--- config.mk ---
export PLATFORM = sky130hd
export DESIGN_NAME = div_unit_flat
export DESIGN_NICKNAME = d
export VERILOG_FILES = /design/src/rtl/div_unit_if.sv /design/src/rtl/div_unit.sv /design/src/flat_wrapper.sv
export SDC_FILE = /design/constraint.sdc
export NUM_CORES = 1
export LEC_CHECK = 0
export ABC_AREA = 1
export BUFFER_PORTS_ARGS = -buffer_cell sky130_fd_sc_hd__buf_2
export CAP_MARGIN = 20
export CORE_ASPECT_RATIO = 1.5
export CORE_MARGIN = 2
export CORE_UTILIZATION = 30
export CTS_BUF_LIST = sky130_fd_sc_hd__clkbuf_4 sky130_fd_sc_hd__clkbuf_8
export CTS_CLUSTER_DIAMETER = 40
export DETAILED_ROUTE_END_ITERATION = 10
export REMOVE_ABC_BUFFERS = 1
export SYNTH_ARGS = -nofsm -noshare
export SYNTH_HDL_FRONTEND = slang
export SYNTH_SLANG_ARGS = --single-unit
--- constraint.sdc ---
create_clock -name clk -period 11.05 [get_ports clk]
set_input_delay 0.5525 -clock clk [delete_from_list [all_inputs] [get_ports clk]]
set_output_delay 0.5525 -clock clk [all_outputs]
set_load 0.02 [all_outputs]
--- src/rtl/div_unit_if.sv ---
// Handshake and operand bundle between the EX-stage issue logic and the divider.
interface div_unit_if #(
  parameter int unsigned XLEN = 32
);
  logic            div_start;
  logic [1:0]      div_op;
  logic [XLEN-1:0] div_in1;
  logic [XLEN-1:0] div_in2;
  logic            div_flush;
  logic            div_busy;
  logic            div_done;
  logic [XLEN-1:0] div_result;

  modport master (
    output div_start, div_op, div_in1, div_in2, div_flush,
    input  div_busy, div_done, div_result
  );

  modport slave (
    input  div_start, div_op, div_in1, div_in2, div_flush,
    output div_busy, div_done, div_result
  );
endinterface

--- src/rtl/div_unit.sv ---
// Iterative restoring divider for RV32M DIV/DIVU/REM/REMU, one quotient bit per cycle.
// Optional DIV_EARLY_OUT_EN: special cases and |dividend| < |divisor| skip CALC.
module div_unit #(
  parameter int unsigned XLEN = 32
) (
  input logic       clk,
  input logic       rst,
  div_unit_if.slave div_if
);

  localparam int unsigned CntW = $clog2(XLEN);

  typedef enum logic [1:0] {StIdle, StCalc, StDone} state_e;

  state_e          state_q;
  logic            busy_q, done_q;
  logic [XLEN-1:0] result_q;
  logic [XLEN-1:0] rem_q, quo_q, dvs_q;
  logic [CntW-1:0] count_q;
  logic            rem_sel_q, neg_quo_q, neg_rem_q;
  logic            special_q;
  logic [XLEN-1:0] special_res_q;

  // Operand decode for the start cycle
  logic            signed_op, a_neg, b_neg, div_zero, ovf, special_hit;
  logic [XLEN-1:0] a_mag, b_mag, special_res;

  always_comb begin
    signed_op = ~div_if.div_op[0];
    a_neg     = signed_op & div_if.div_in1[XLEN-1];
    b_neg     = signed_op & div_if.div_in2[XLEN-1];
    a_mag     = a_neg ? -div_if.div_in1 : div_if.div_in1;
    b_mag     = b_neg ? -div_if.div_in2 : div_if.div_in2;
    div_zero  = (div_if.div_in2 == '0);
    ovf       = signed_op && (div_if.div_in1 == {1'b1, {(XLEN-1){1'b0}}}) &&
                (div_if.div_in2 == '1);
    special_hit = div_zero | ovf;
    special_res = '0;
    if (div_zero) begin
      special_res = div_if.div_op[1] ? div_if.div_in1 : '1;
    end else if (ovf) begin
      special_res = div_if.div_op[1] ? '0 : {1'b1, {(XLEN-1){1'b0}}};
    end
`ifdef DIV_EARLY_OUT_EN
    else if (a_mag < b_mag) begin
      // Quotient 0; remainder already carries the dividend's sign.
      special_hit = 1'b1;
      special_res = div_if.div_op[1] ? div_if.div_in1 : '0;
    end
`endif
  end

  // One restoring step: shift {rem, quo} left, trial-subtract the divisor.
  logic [XLEN:0]   rem_sh;
  logic [XLEN+1:0] diff;
  logic            borrow;
  logic [XLEN-1:0] rem_d, quo_d, quo_fix, rem_fix, final_res;

  always_comb begin
    rem_sh    = {rem_q, quo_q[XLEN-1]};
    diff      = {1'b0, rem_sh} - {2'b00, dvs_q};
    borrow    = diff[XLEN+1];
    rem_d     = borrow ? rem_sh[XLEN-1:0] : diff[XLEN-1:0];
    quo_d     = {quo_q[XLEN-2:0], ~borrow};
    quo_fix   = neg_quo_q ? -quo_d : quo_d;
    rem_fix   = neg_rem_q ? -rem_d : rem_d;
    final_res = special_q ? special_res_q : (rem_sel_q ? rem_fix : quo_fix);
  end

  always_ff @(posedge clk or posedge rst) begin
    if (rst) begin
      state_q       <= StIdle;
      busy_q        <= 1'b0;
      done_q        <= 1'b0;
      result_q      <= '0;
      rem_q         <= '0;
      quo_q         <= '0;
      dvs_q         <= '0;
      count_q       <= '0;
      rem_sel_q     <= 1'b0;
      neg_quo_q     <= 1'b0;
      neg_rem_q     <= 1'b0;
      special_q     <= 1'b0;
      special_res_q <= '0;
    end else if (div_if.div_flush) begin
      state_q <= StIdle;
      busy_q  <= 1'b0;
      done_q  <= 1'b0;
    end else begin
      unique case (state_q)
        StIdle: begin
          done_q <= 1'b0;
          if (div_if.div_start) begin
            rem_sel_q     <= div_if.div_op[1];
            neg_quo_q     <= a_neg ^ b_neg;
            neg_rem_q     <= a_neg;
            special_q     <= special_hit;
            special_res_q <= special_res;
            rem_q         <= '0;
            quo_q         <= a_mag;
            dvs_q         <= b_mag;
            count_q       <= '0;
`ifdef DIV_EARLY_OUT_EN
            if (special_hit) begin
              state_q  <= StDone;
              done_q   <= 1'b1;
              result_q <= special_res;
            end else begin
              state_q <= StCalc;
              busy_q  <= 1'b1;
            end
`else
            state_q <= StCalc;
            busy_q  <= 1'b1;
`endif
          end
        end
        StCalc: begin
          rem_q   <= rem_d;
          quo_q   <= quo_d;
          count_q <= count_q + 1'b1;
          if (count_q == CntW'(XLEN - 1)) begin
            state_q  <= StDone;
            busy_q   <= 1'b0;
            done_q   <= 1'b1;
            result_q <= final_res;
          end
        end
        StDone: begin
          state_q <= StIdle;
          done_q  <= 1'b0;
        end
        default: begin
          state_q <= StIdle;
          busy_q  <= 1'b0;
          done_q  <= 1'b0;
        end
      endcase
    end
  end

  assign div_if.div_busy   = busy_q;
  assign div_if.div_done   = done_q;
  assign div_if.div_result = result_q;

endmodule

--- src/flat_wrapper.sv ---
// flat-port wrapper written by rule: the top's interface ports become plain ports
module div_unit_flat 
#(
  parameter int unsigned XLEN = 32
)
  (clk, rst, div_if_div_start, div_if_div_op, div_if_div_in1, div_if_div_in2, div_if_div_flush, div_if_div_busy, div_if_div_done, div_if_div_result);
  div_unit_if #(.XLEN(XLEN)) div_if_i ();
  input logic clk;
  input logic rst;
  input wire logic [$bits(div_if_i.div_start)-1:0] div_if_div_start;
  input wire logic [$bits(div_if_i.div_op)-1:0] div_if_div_op;
  input wire logic [$bits(div_if_i.div_in1)-1:0] div_if_div_in1;
  input wire logic [$bits(div_if_i.div_in2)-1:0] div_if_div_in2;
  input wire logic [$bits(div_if_i.div_flush)-1:0] div_if_div_flush;
  output wire logic [$bits(div_if_i.div_busy)-1:0] div_if_div_busy;
  output wire logic [$bits(div_if_i.div_done)-1:0] div_if_div_done;
  output wire logic [$bits(div_if_i.div_result)-1:0] div_if_div_result;
  assign div_if_i.div_start = div_if_div_start;
  assign div_if_i.div_op = div_if_div_op;
  assign div_if_i.div_in1 = div_if_div_in1;
  assign div_if_i.div_in2 = div_if_div_in2;
  assign div_if_i.div_flush = div_if_div_flush;
  assign div_if_div_busy = div_if_i.div_busy;
  assign div_if_div_done = div_if_i.div_done;
  assign div_if_div_result = div_if_i.div_result;
  div_unit #(.XLEN(XLEN)) u_core (.clk(clk), .rst(rst), .div_if(div_if_i));
endmodule
==> impl_metrics.env, run 1 <==
export IMPL_crit_required_ps=11460
export IMPL_hold_viol=0
export IMPL_multi_input_area_sq_um=7850
export IMPL_crit_type="reg -> reg"
export IMPL_synth_top_area_cell="dfrtp_1"
export IMPL_clockRootBuffer="clkbuf_8"
export IMPL_start_util_pct=30.3
export IMPL_finalCritPeriodShare_pct=48.3
export IMPL_h_tree_depth=4
export IMPL_cts_clk_slew_worst_paths_ps=100
export IMPL_syn_area_per_cell_sq_um=6.24
export IMPL_tightest_slew_ps=1060
export IMPL_ys_warn_count=0
export IMPL_grt_use_total_pct=21.2
export IMPL_fillerInstances=4986
export IMPL_sw_frac_of_total_pct=57.2
export IMPL_clock_path_buffers=2
export IMPL_ys_seq_area_share_pct=31.4
export IMPL_vias_per_cell=4.98
export IMPL_numCtsBuffers=17
export IMPL_die_y_um=266
export IMPL_ios=104
export IMPL_finalClockSkew_ps=23.2
export IMPL_switchingPower_uw=2250
export IMPL_yosysMostFrequentCell="nand2_1"
export IMPL_drtPass1Iterations=5
export IMPL_coreArea_sq_um=45500
export IMPL_place_inst=2835
export IMPL_maxCapViolations=0
export IMPL_met3_usage_pct=2.04
export IMPL_rows=96
export IMPL_critPathMaxFanout=38
export IMPL_combPwrFrac_pct=67.1
export IMPL_critPathArrivalTime_ps=5750
export IMPL_synth_commonest_cells="655 x nand2_1, 333 x inv_1, 207 x nor2_1"
export IMPL_cts_resized=0
export IMPL_ff_latch_area_sq_um=4330
export IMPL_worst_setup_path_start_kind="flip-flop"
export IMPL_drive_above_1_share_pct=9.17
export IMPL_tritoncts="built"
export IMPL_grt_overflow_total=0
export IMPL_fin_cells=2869
export IMPL_synth_edf_count=0
export IMPL_synthDistinctLibCells=50
export IMPL_max_freq_mhz=188
export IMPL_synth_area_top_cells="dfrtp_1 31%, nand2_1 18%, inv_1 9.1%"
export IMPL_endpoint_kind="flip-flop"
export IMPL_antenna_found_initial=1
export IMPL_use_met2_pct=39.9
export IMPL_internal_power_uw=1690
export IMPL_grt_pass1_wl_mm=77.5
export IMPL_clkPwrFrac_pct=11.8
export IMPL_hold_path_class="in -> async"
export IMPL_routabilityCongestion=0.951
export IMPL_clock_sink_count=173
export IMPL_synth_main_ff_cell="dfrtp_1"
export IMPL_slowest_delay_ps=580
export IMPL_wl_per_cell_um=17.3
export IMPL_drc=0
export IMPL_yosysTopAreaCellShare_pct=31.4
export IMPL_status="finished clean"
export IMPL_finalSetupViolCount=0
export IMPL_die_area_sq_um=47700
export IMPL_wl_mm=49.5
export IMPL_finalCriticalPeriod_ps=5330
export IMPL_nNetsFinal=2377
export IMPL_cpMostUsedCell="nand2_1"
export IMPL_syn_to_final_growth_pct=10.7
export IMPL_busiest_layer="met2"
export IMPL_netlist_area_sq_um=13800
export IMPL_vias=14300
export IMPL_rr_worst_depth=25
export IMPL_cts_hold_buf=0
export IMPL_grt_max_degree=85
export IMPL_port_buffers=103
export IMPL_max_vdd_ir_drop_mv=0.126
export IMPL_grt_pass1_vias=14100
export IMPL_drtIter0Drc=918
export IMPL_chipWidth_um=179
export IMPL_synthArstFlopShare_pct=100
export IMPL_cellLeakagePower_uw=0.00795
export IMPL_clk_latency_ps=520
export IMPL_pwr_density_cell_nw_per_um2=258
export IMPL_slew_headroom_pct=28.8
export IMPL_netlist_instances=2209
export IMPL_met1_usage_pct=23.3
export IMPL_dp_hpwl_mm=38.8
export IMPL_pwr_share_seq_pct=21.1
export IMPL_slowest_stage="nand2_2"
export IMPL_finalSetupTns_ps=0
export IMPL_rsz0062_at_grt="no"
export IMPL_ys_seq_elements=173
export IMPL_maxSlewViolCount=0
export IMPL_cts_setup_buffers=0
export IMPL_ant_nets=0
==> layout by cell type, fill, tap and decap left out, drive strengths merged, types with 9 or more instances in the layout <==
master  Yosys  routed
inv       338     343
nand4      29      29
o21ai     189     189
nand3     157     157
xor2       28      28
nand2     672     672
nor2      219     219
o22ai      36      36
dfrtp     173     173
buf        19     121
clkbuf     63      19
a21oi     110     110
a31oi      10      10
nor3       34      34
nor4        9       9
ha         39      39
o211ai     38      38
==> final cells by class <==
class | count | share of cell area [%]
Clock inverter | 13 | 0.845
Timing Repair Buffer | 121 | 4.35
Antenna cell | 1 | 0.0164
Clock buffer | 19 | 1.67
Sequential cell | 173 | 28.4
Multi-Input combinational cell | 1613 | 51.5
Tap cell | 588 | 4.82
Inverter | 341 | 8.43
==> final timing paths <==
check                                       startpoint                            to  slack (ps)
max                                   u_core.rem_q[26]  u_core.div_if.div_result[20]        5720
min                                                rst  u_core.div_if.div_result[23]         190
max reg2reg                           u_core.rem_q[26]  u_core.div_if.div_result[20]        5720
min reg2reg                u_core.div_if.div_result[4]   u_core.div_if.div_result[4]         480
max in group asynchronous                          rst              u_core.quo_q[18]        9650
min in group clk                     div_if_div_in1[0]       u_core.special_res_q[0]         360
==> routing by layer <==
metal	wire [um]	up-vias	part of all wire, %
li1	-	7230	-
met1	19400	6638	39
met2	26300	322	53
met3	1460	86	2.9
met4	2410	0	4.9
met5	0	-	0
==> through the flow <==
step           power, uW  setup WS (ps)  hold slack [ps]  utilization, %  cell area [sq um]
6_report            3940           5720              188            33.5              15300
5_1_grt             4330           5170              237            33.5              15300
4_1_cts             3950           5780              203            33.5              15200
3_5_place_dp        3460           5810              460            32.6              14800
3_3_place_gp        3460           5920              460            32.6              14800
2_1_floorplan       2690           5810              446               -              13400
==> worst max-delay path: cells and delay by family (launching register included) <==
kind / cells / cell delay [ps]
fa+ha+maj: 2 / 560
flops: 1 / 420
compound gates: 3 / 370
buf+inv: 4 / 590
simple gates: 16 / 3280
==> power groups by stage <==
stage,Clock (uW),Combinational (uW),Sequential [uW]
finish,467,2640,831
global route,499,2980,845
CTS,481,2640,828
detailed placement,0,2620,840
global placement,0,2620,838
floorplan,0,1860,823
==> cell families (layout without fill, tap and decap cells) <==
group | after synthesis | count (layout) | synth area share, %
AO/OA/AOI/OAI | 404 | 404 | 16.4
buffers and inverters | 423 | 494 | 11.7
AND/OR/NAND/NOR | 1135 | 1135 | 34.7
adder cells (fa/ha/maj) | 40 | 40 | 3.69
flip-flops | 173 | 173 | 31.4
XOR/XNOR | 34 | 34 | 2.16
other | 0 | 1 | 0
==> registers in the layout, indices dropped and copies added, names as in the netlist <==
register	count
u_core.div_if.div_done	1
u_core.neg_quo_q	1
u_core.rem_sel_q	1
u_core.special_q	1
u_core.div_if.div_busy	1
u_core.neg_rem_q	1
u_core.div_if.div_result	32
u_core.special_res_q	32
u_core.dvs_q	32
u_core.count_q	5
u_core.rem_q	32
u_core.state_q	2
u_core.quo_q	32
Note: power is estimated with default switching activity, not from simulation.
==> inputs of run 2 (changes only) <==
- ABC_AREA: 1 -> 0
- clock period: 11.05 -> 4.87 ns (I/O delays scaled with it)
==> impl_metrics.env, run 2 <==
export IMPL_status="finished clean"
export IMPL_maxSlewViolCount=0
export IMPL_h_tree_depth=4
export IMPL_yosysTopAreaCellShare_pct=32.6
export IMPL_die_area_sq_um=46000
export IMPL_cp_top_family="simple AND/OR/NAND/NOR gates"
export IMPL_ys_warn_count=0
export IMPL_ys_seq_area_share_pct=32.6
export IMPL_synth_area_top_cells="dfrtp_1 33%, o21ai_0 8.1%, nand2_1 7.3%"
export IMPL_slowest_stage="dfrtp_1"
export IMPL_drive_above_1_share_pct=15.2
export IMPL_vias=12800
export IMPL_clock_sink_count=173
export IMPL_clock_path_buffers=2
export IMPL_ant_nets=0
export IMPL_finalSetupViolCount=0
export IMPL_crit_required_ps=5270
export IMPL_path_buf_inv=3
export IMPL_max_vdd_ir_drop_mv=0.374
export IMPL_met3_usage_pct=2.66
export IMPL_dp_hpwl_mm=35.1
export IMPL_drtPass1Iterations=6
export IMPL_netlist_instances=1669
export IMPL_place_inst=2289
export IMPL_grt_max_degree=104
export IMPL_netlist_area_sq_um=13300
export IMPL_worst_r2r_endpoint="u_core.div_if.div_result[30]"
export IMPL_routabilityCongestion=0.914
export IMPL_maxCapViolations=0
export IMPL_clockRootBuffer="clkbuf_8"
export IMPL_ff_latch_area_sq_um=4340
export IMPL_met1_usage_pct=21.8
export IMPL_layout_common_cells="256 x nand2_1, 211 x o21ai_0, 167 x dfrtp_1"
export IMPL_fillerInstances=4609
export IMPL_slowest_delay_ps=390
export IMPL_ff2ff_setup_slack_ps=210
export IMPL_holdPathEnd="u_core.special_res_q[15]"
export IMPL_drc=0
export IMPL_whs_path_depth=3
export IMPL_layout_commonest_cell="nand2_1"
export IMPL_pre_cts_slack_ps=136
export IMPL_crit_type="reg -> reg"
export IMPL_critPathLaunch="u_core.dvs_q[28]"
export IMPL_antenna_found_initial=2
export IMPL_drtIter0Drc=779
export IMPL_grt_use_total_pct=19.9
export IMPL_endpoint_kind="flip-flop"
export IMPL_synth_edf_count=0
export IMPL_ys_seq_elements=173
export IMPL_ios=104
export IMPL_hold_viol=0
export IMPL_min_from="div_if_div_in1[15]"
export IMPL_worstPathCellList="inv_1 > ha_2 > a21oi_1 > o21ai_0 > a2111oi_1 > buf_4 > o21a_2 > nand2_2 > inv_2 > mux2i_2 > ha_2 > nand4b_1 > nor4_4 > nand2_1 > nor3_2 > a41oi_2 > nand4bb_4 > nor3_1 > nor3b_1 > o31ai_1 > a21oi_1"
export IMPL_tightest_slew_ps=1020
export IMPL_critPathArrivalTime_ps=5060
export IMPL_finalSetupTns_ps=0
export IMPL_start_util_pct=30.4
export IMPL_fin_cells=2326
export IMPL_use_met2_pct=36.4
export IMPL_finalCriticalPeriod_ps=4660
export IMPL_finalCritPeriodShare_pct=95.7
export IMPL_synthDistinctLibCells=96
export IMPL_timing_rr_start="u_core.dvs_q[28]"
export IMPL_numCtsBuffers=17
export IMPL_rr_worst_depth=21
export IMPL_multi_input_area_sq_um=8630
export IMPL_worst_setup_path_start_kind="flip-flop"
export IMPL_grt_pass1_wl_mm=71.4
export IMPL_wl_per_cell_um=19.8
export IMPL_synth_commonest_cells="260 x nand2_1, 214 x o21ai_0, 173 x dfrtp_1"
export IMPL_slew_headroom_pct=31.7
export IMPL_busiest_layer="met2"
export IMPL_critPathMaxFanout=6
export IMPL_die_y_um=262
export IMPL_grt_pass1_vias=12700
export IMPL_synth_top_area_cell="dfrtp_1"
export IMPL_coreArea_sq_um=43800
export IMPL_syn_area_per_cell_sq_um=7.96
export IMPL_cts_clk_slew_worst_paths_ps=100
export IMPL_cellLeakagePower_uw=0.00630
export IMPL_clk_latency_ps=520
export IMPL_nNetsFinal=1846
export IMPL_wl_mm=46.0
export IMPL_syn_to_final_growth_pct=14.2
export IMPL_finalClockSkew_ps=17.6
export IMPL_max_freq_mhz=215
export IMPL_chipWidth_um=176
export IMPL_fin_util_pct=34.7
export IMPL_setup_ws_ps=209
export IMPL_vias_per_cell=5.50
export IMPL_grt_overflow_total=0
export IMPL_pwr_density_cell_nw_per_um2=658
export IMPL_synthArstFlopShare_pct=100
export IMPL_synth_main_ff_cell="dfrtp_1"
export IMPL_port_buffers=103
export IMPL_rows=94
export IMPL_hold_path_class="in -> reg"
export IMPL_tritoncts="built"
export IMPL_cp_num_cells=21
export IMPL_yosysMostFrequentCell="nand2_1"
## run 2: power breakdown
part	switching (uW)	internal [uW]	leakage, uW	total, uW
combinational	4170	2600	0.00383	6760
sequential	402	1730	0.00226	2130
clock	592	499	0.000200	1090
## run 2: final cells by class
type | instances | area share [%]
diodes | 1 | 0.0165
multi-input cells | 1340 | 56.9
well taps | 576 | 4.75
clock buffers | 21 | 1.82
clock inverters | 11 | 0.866
inverters | 56 | 1.42
repair buffers | 148 | 5.64
flip-flops and latches | 173 | 28.6
## run 2: worst register-to-register path, delay by kind of cell, from the launching register on
family	cells	cell delay [ps]
fa+ha+maj	2	530
flops	1	390
compound gates	7	1350
buf+inv	3	350
simple gates	8	1680
mux	1	250
## run 2: worst max-delay path by stage
stage | end | slack, ps
5_1_grt | u_core.div_if.div_result[28] | -30
3_5_place_dp | u_core.div_if.div_result[28] | 140
6_report | u_core.div_if.div_result[30] | 210
4_1_cts | u_core.div_if.div_result[28] | 110
2_1_floorplan | u_core.rem_sel_q | -3380
3_3_place_gp | u_core.div_if.div_result[20] | 260
## run 2: stage by stage
stage	power [uW]	hold slack, ps	cell area [sq um]
2_1_floorplan	6490	310	12900
3_3_place_gp	8450	454	14400
3_5_place_dp	8480	461	14400
4_1_cts	9630	21.7	14900
5_1_grt	10700	32.8	15200
6_report	9980	51.0	15200
## run 2: cells by family after synthesis
group                      after synthesis  synth area share (%)
and+or+nand+nor                        588                  21.3
xor gates and xnor gates               131                  8.64
DFF                                    173                  32.6
buffers and inverters                  156                  4.78
muxes                                   31                  2.41
AOI/OAI and AO/OA                      550                  26.5
adders and majority gates               40                  3.82
## run 2: per-layer routing
| metal | vias to the layer above | routed length, um | share of wire [%] |
|---|---|---|---|
| met2 | 341 | 23500 | 51 |
| met3 | 114 | 1570 | 3.4 |
| met4 | 2 | 2760 | 6.0 |
| li1 | 6153 | - | - |
| met1 | 6190 | 18100 | 39 |
| met5 | - | 11 | 0.024 |
## run 2: timing repair
item,4_1_cts,5_1_grt
hold buffers,2,0
endpoints found under the setup margin,0,5
buffers inserted,0,2
endpoints found under the hold margin,88,0
gates resized for setup,0,59
==> inputs of run 3 (changes only) <==
- SKIP_LAST_GASP: not set -> 1
- clock period: 4.87 -> 5.8 ns (I/O delays scaled with it)
==> impl_metrics.env, run 3 (synthesis results as in run 2) <==
export IMPL_worst_setup_path_start_kind="flip-flop"
export IMPL_wl_per_cell_um=19.4
export IMPL_hold_path_class="in -> reg"
export IMPL_clk_latency_ps=500
export IMPL_min_from="div_if_div_in1[15]"
export IMPL_status="finished clean"
export IMPL_ios=104
export IMPL_switchingPower_uw=4180
export IMPL_grt_max_degree=97
export IMPL_vias=12500
export IMPL_worst_r2r_endpoint="u_core.div_if.div_result[28]"
export IMPL_port_buffers=103
export IMPL_layout_common_cells="258 x nand2_1, 213 x o21ai_0, 173 x dfrtp_1"
export IMPL_pwr_share_seq_pct=22.1
export IMPL_hold_ws_ps=118
export IMPL_vias_per_cell=5.44
export IMPL_fillerInstances=4648
export IMPL_layout_commonest_cell="nand2_1"
export IMPL_die_y_um=262
export IMPL_cts_resized=0
export IMPL_clockRootBuffer="clkbuf_8"
export IMPL_rsz0062_at_grt="no"
export IMPL_drive_above_1_share_pct=11.8
export IMPL_cts_setup_buffers=0
export IMPL_finalSetupViolCount=0
export IMPL_slew_headroom_pct=33.0
export IMPL_crit_required_ps=6190
export IMPL_maxCapViolations=0
export IMPL_nNetsFinal=1824
export IMPL_grt_use_total_pct=19.4
export IMPL_grt_overflow_total=0
export IMPL_die_area_sq_um=46000
export IMPL_start_util_pct=30.4
export IMPL_finalCriticalPeriod_ps=5140
export IMPL_multi_input_area_sq_um=8350
export IMPL_chipWidth_um=176
export IMPL_grt_pass1_vias=12500
export IMPL_antenna_found_initial=2
export IMPL_hold_viol=0
export IMPL_grt_pass1_wl_mm=69.5
export IMPL_max_vdd_ir_drop_mv=0.327
export IMPL_max_freq_mhz=194
export IMPL_clock_sink_count=173
export IMPL_maxSlewViolCount=0
export IMPL_holdPathEnd="u_core.special_res_q[15]"
export IMPL_tritoncts="built"
export IMPL_critPathArrivalTime_ps=5540
export IMPL_rows=94
export IMPL_h_tree_depth=4
export IMPL_combPwrFrac_pct=67.1
export IMPL_wl_mm=44.7
export IMPL_clock_path_buffers=2
export IMPL_ant_nets=0
export IMPL_ff2ff_setup_slack_ps=660
export IMPL_drtPass1Iterations=5
export IMPL_endpoint_kind="flip-flop"
export IMPL_rr_worst_depth=20
export IMPL_dp_hpwl_mm=34.4
export IMPL_timing_rr_start="u_core.rem_q[25]"
export IMPL_tightest_slew_ps=1010
export IMPL_cts_clk_slew_worst_paths_ps=110
export IMPL_numCtsBuffers=17
export IMPL_sw_frac_of_total_pct=53.0
export IMPL_routabilityCongestion=0.913
export IMPL_coreArea_sq_um=43800
export IMPL_critPathMaxFanout=9
export IMPL_finalSetupTns_ps=0
export IMPL_pwr_density_cell_nw_per_um2=537
export IMPL_syn_to_final_growth_pct=10.5
export IMPL_drc=0
export IMPL_drtIter0Drc=839
export IMPL_internal_power_uw=3700
export IMPL_whs_path_depth=3
export IMPL_crit_type="reg -> reg"
export IMPL_ff_latch_area_sq_um=4330
export IMPL_clkPwrFrac_pct=10.7
export IMPL_cellLeakagePower_uw=0.00618
export IMPL_finalCritPeriodShare_pct=88.7
export IMPL_finalClockSkew_ps=19.2
==> run 3: metal layers <==
metal | GRT usage [%] | vias to the layer above | wire length [um]
met5 | 0 | - | 13
met4 | 12.1 | 2 | 2660
met3 | 3.10 | 120 | 1560
met2 | 35.4 | 342 | 22800
met1 | 21.0 | 5953 | 17700
li1 | - | 6113 | -
==> run 3: power groups by stage <==
stage | registers, uW | logic [uW] | clock network [uW]
CTS | 1740 | 5240 | 882
floorplan | 1700 | 3750 | 0
global placement | 1750 | 5200 | 0
finish | 1740 | 5290 | 847
global route | 1790 | 5780 | 926
detailed placement | 1760 | 5190 | 0
==> run 3: per-stage QoR <==
step / power (uW) / setup slack [ps] / instance area [sq um] / std cells / util (%)
3_3_place_gp: 6940 / 904 / 14300 / 2268 / 32.6
4_1_cts: 7860 / 688 / 14700 / 2302 / 33.5
2_1_floorplan: 5450 / -2450 / 12900 / 1569 / -
6_report: 7890 / 656 / 14700 / 2303 / 33.5
3_5_place_dp: 6950 / 733 / 14300 / 2269 / 32.6
5_1_grt: 8500 / 330 / 14700 / 2303 / 33.5
==> run 3: worst max-delay path by stage <==
stage	from	end	slack [ps]	cells after the start
finish	u_core.rem_q[25]	u_core.div_if.div_result[28]	660	20
global route	u_core.rem_q[25]	u_core.div_if.div_result[28]	330	19
CTS	u_core.rem_q[25]	u_core.div_if.div_result[28]	690	20
detailed placement	u_core.rem_q[25]	u_core.div_if.div_result[28]	730	20
global placement	u_core.rem_q[25]	u_core.div_if.div_result[30]	900	19
floorplan	u_core.state_q[0]	u_core.rem_sel_q	-2450	3
==> run 3: critical path: stages (launching register included) <==
cell and delay, ps:
dfrtp_1 440, ha_1 390, a21oi_1 270, o21ai_0 130
a2111oi_1 400, buf_4 200, o21a_2 250, nand2_2 190
inv_2 100, mux2i_1 300, ha_1 310, nand4b_1 170
nor4_1 390, nand2_1 90, nor3_1 160, a41oi_1 110
nand4bb_4 310, o41ai_2 380, xor2_1 110, a211oi_1 260
o21ai_1 100
==> run 3: area by class of cell <==
| cell class | count | share of cell area [%] |
|---|---|---|
| tap | 576 | 4.91 |
| inverter | 56 | 1.47 |
| sequential | 173 | 29.5 |
| timing repair buffer | 126 | 4.72 |
| multi-input combinational | 1340 | 56.9 |
| antenna | 1 | 0.0171 |
| clock inverter | 11 | 0.759 |
| clock buffer | 20 | 1.75 |
==> run 3: repair_timing <==
action                     CTS  global route
hold buffers                 2             0
hold endpoints to repair     4             0
setup endpoints to repair    0             0
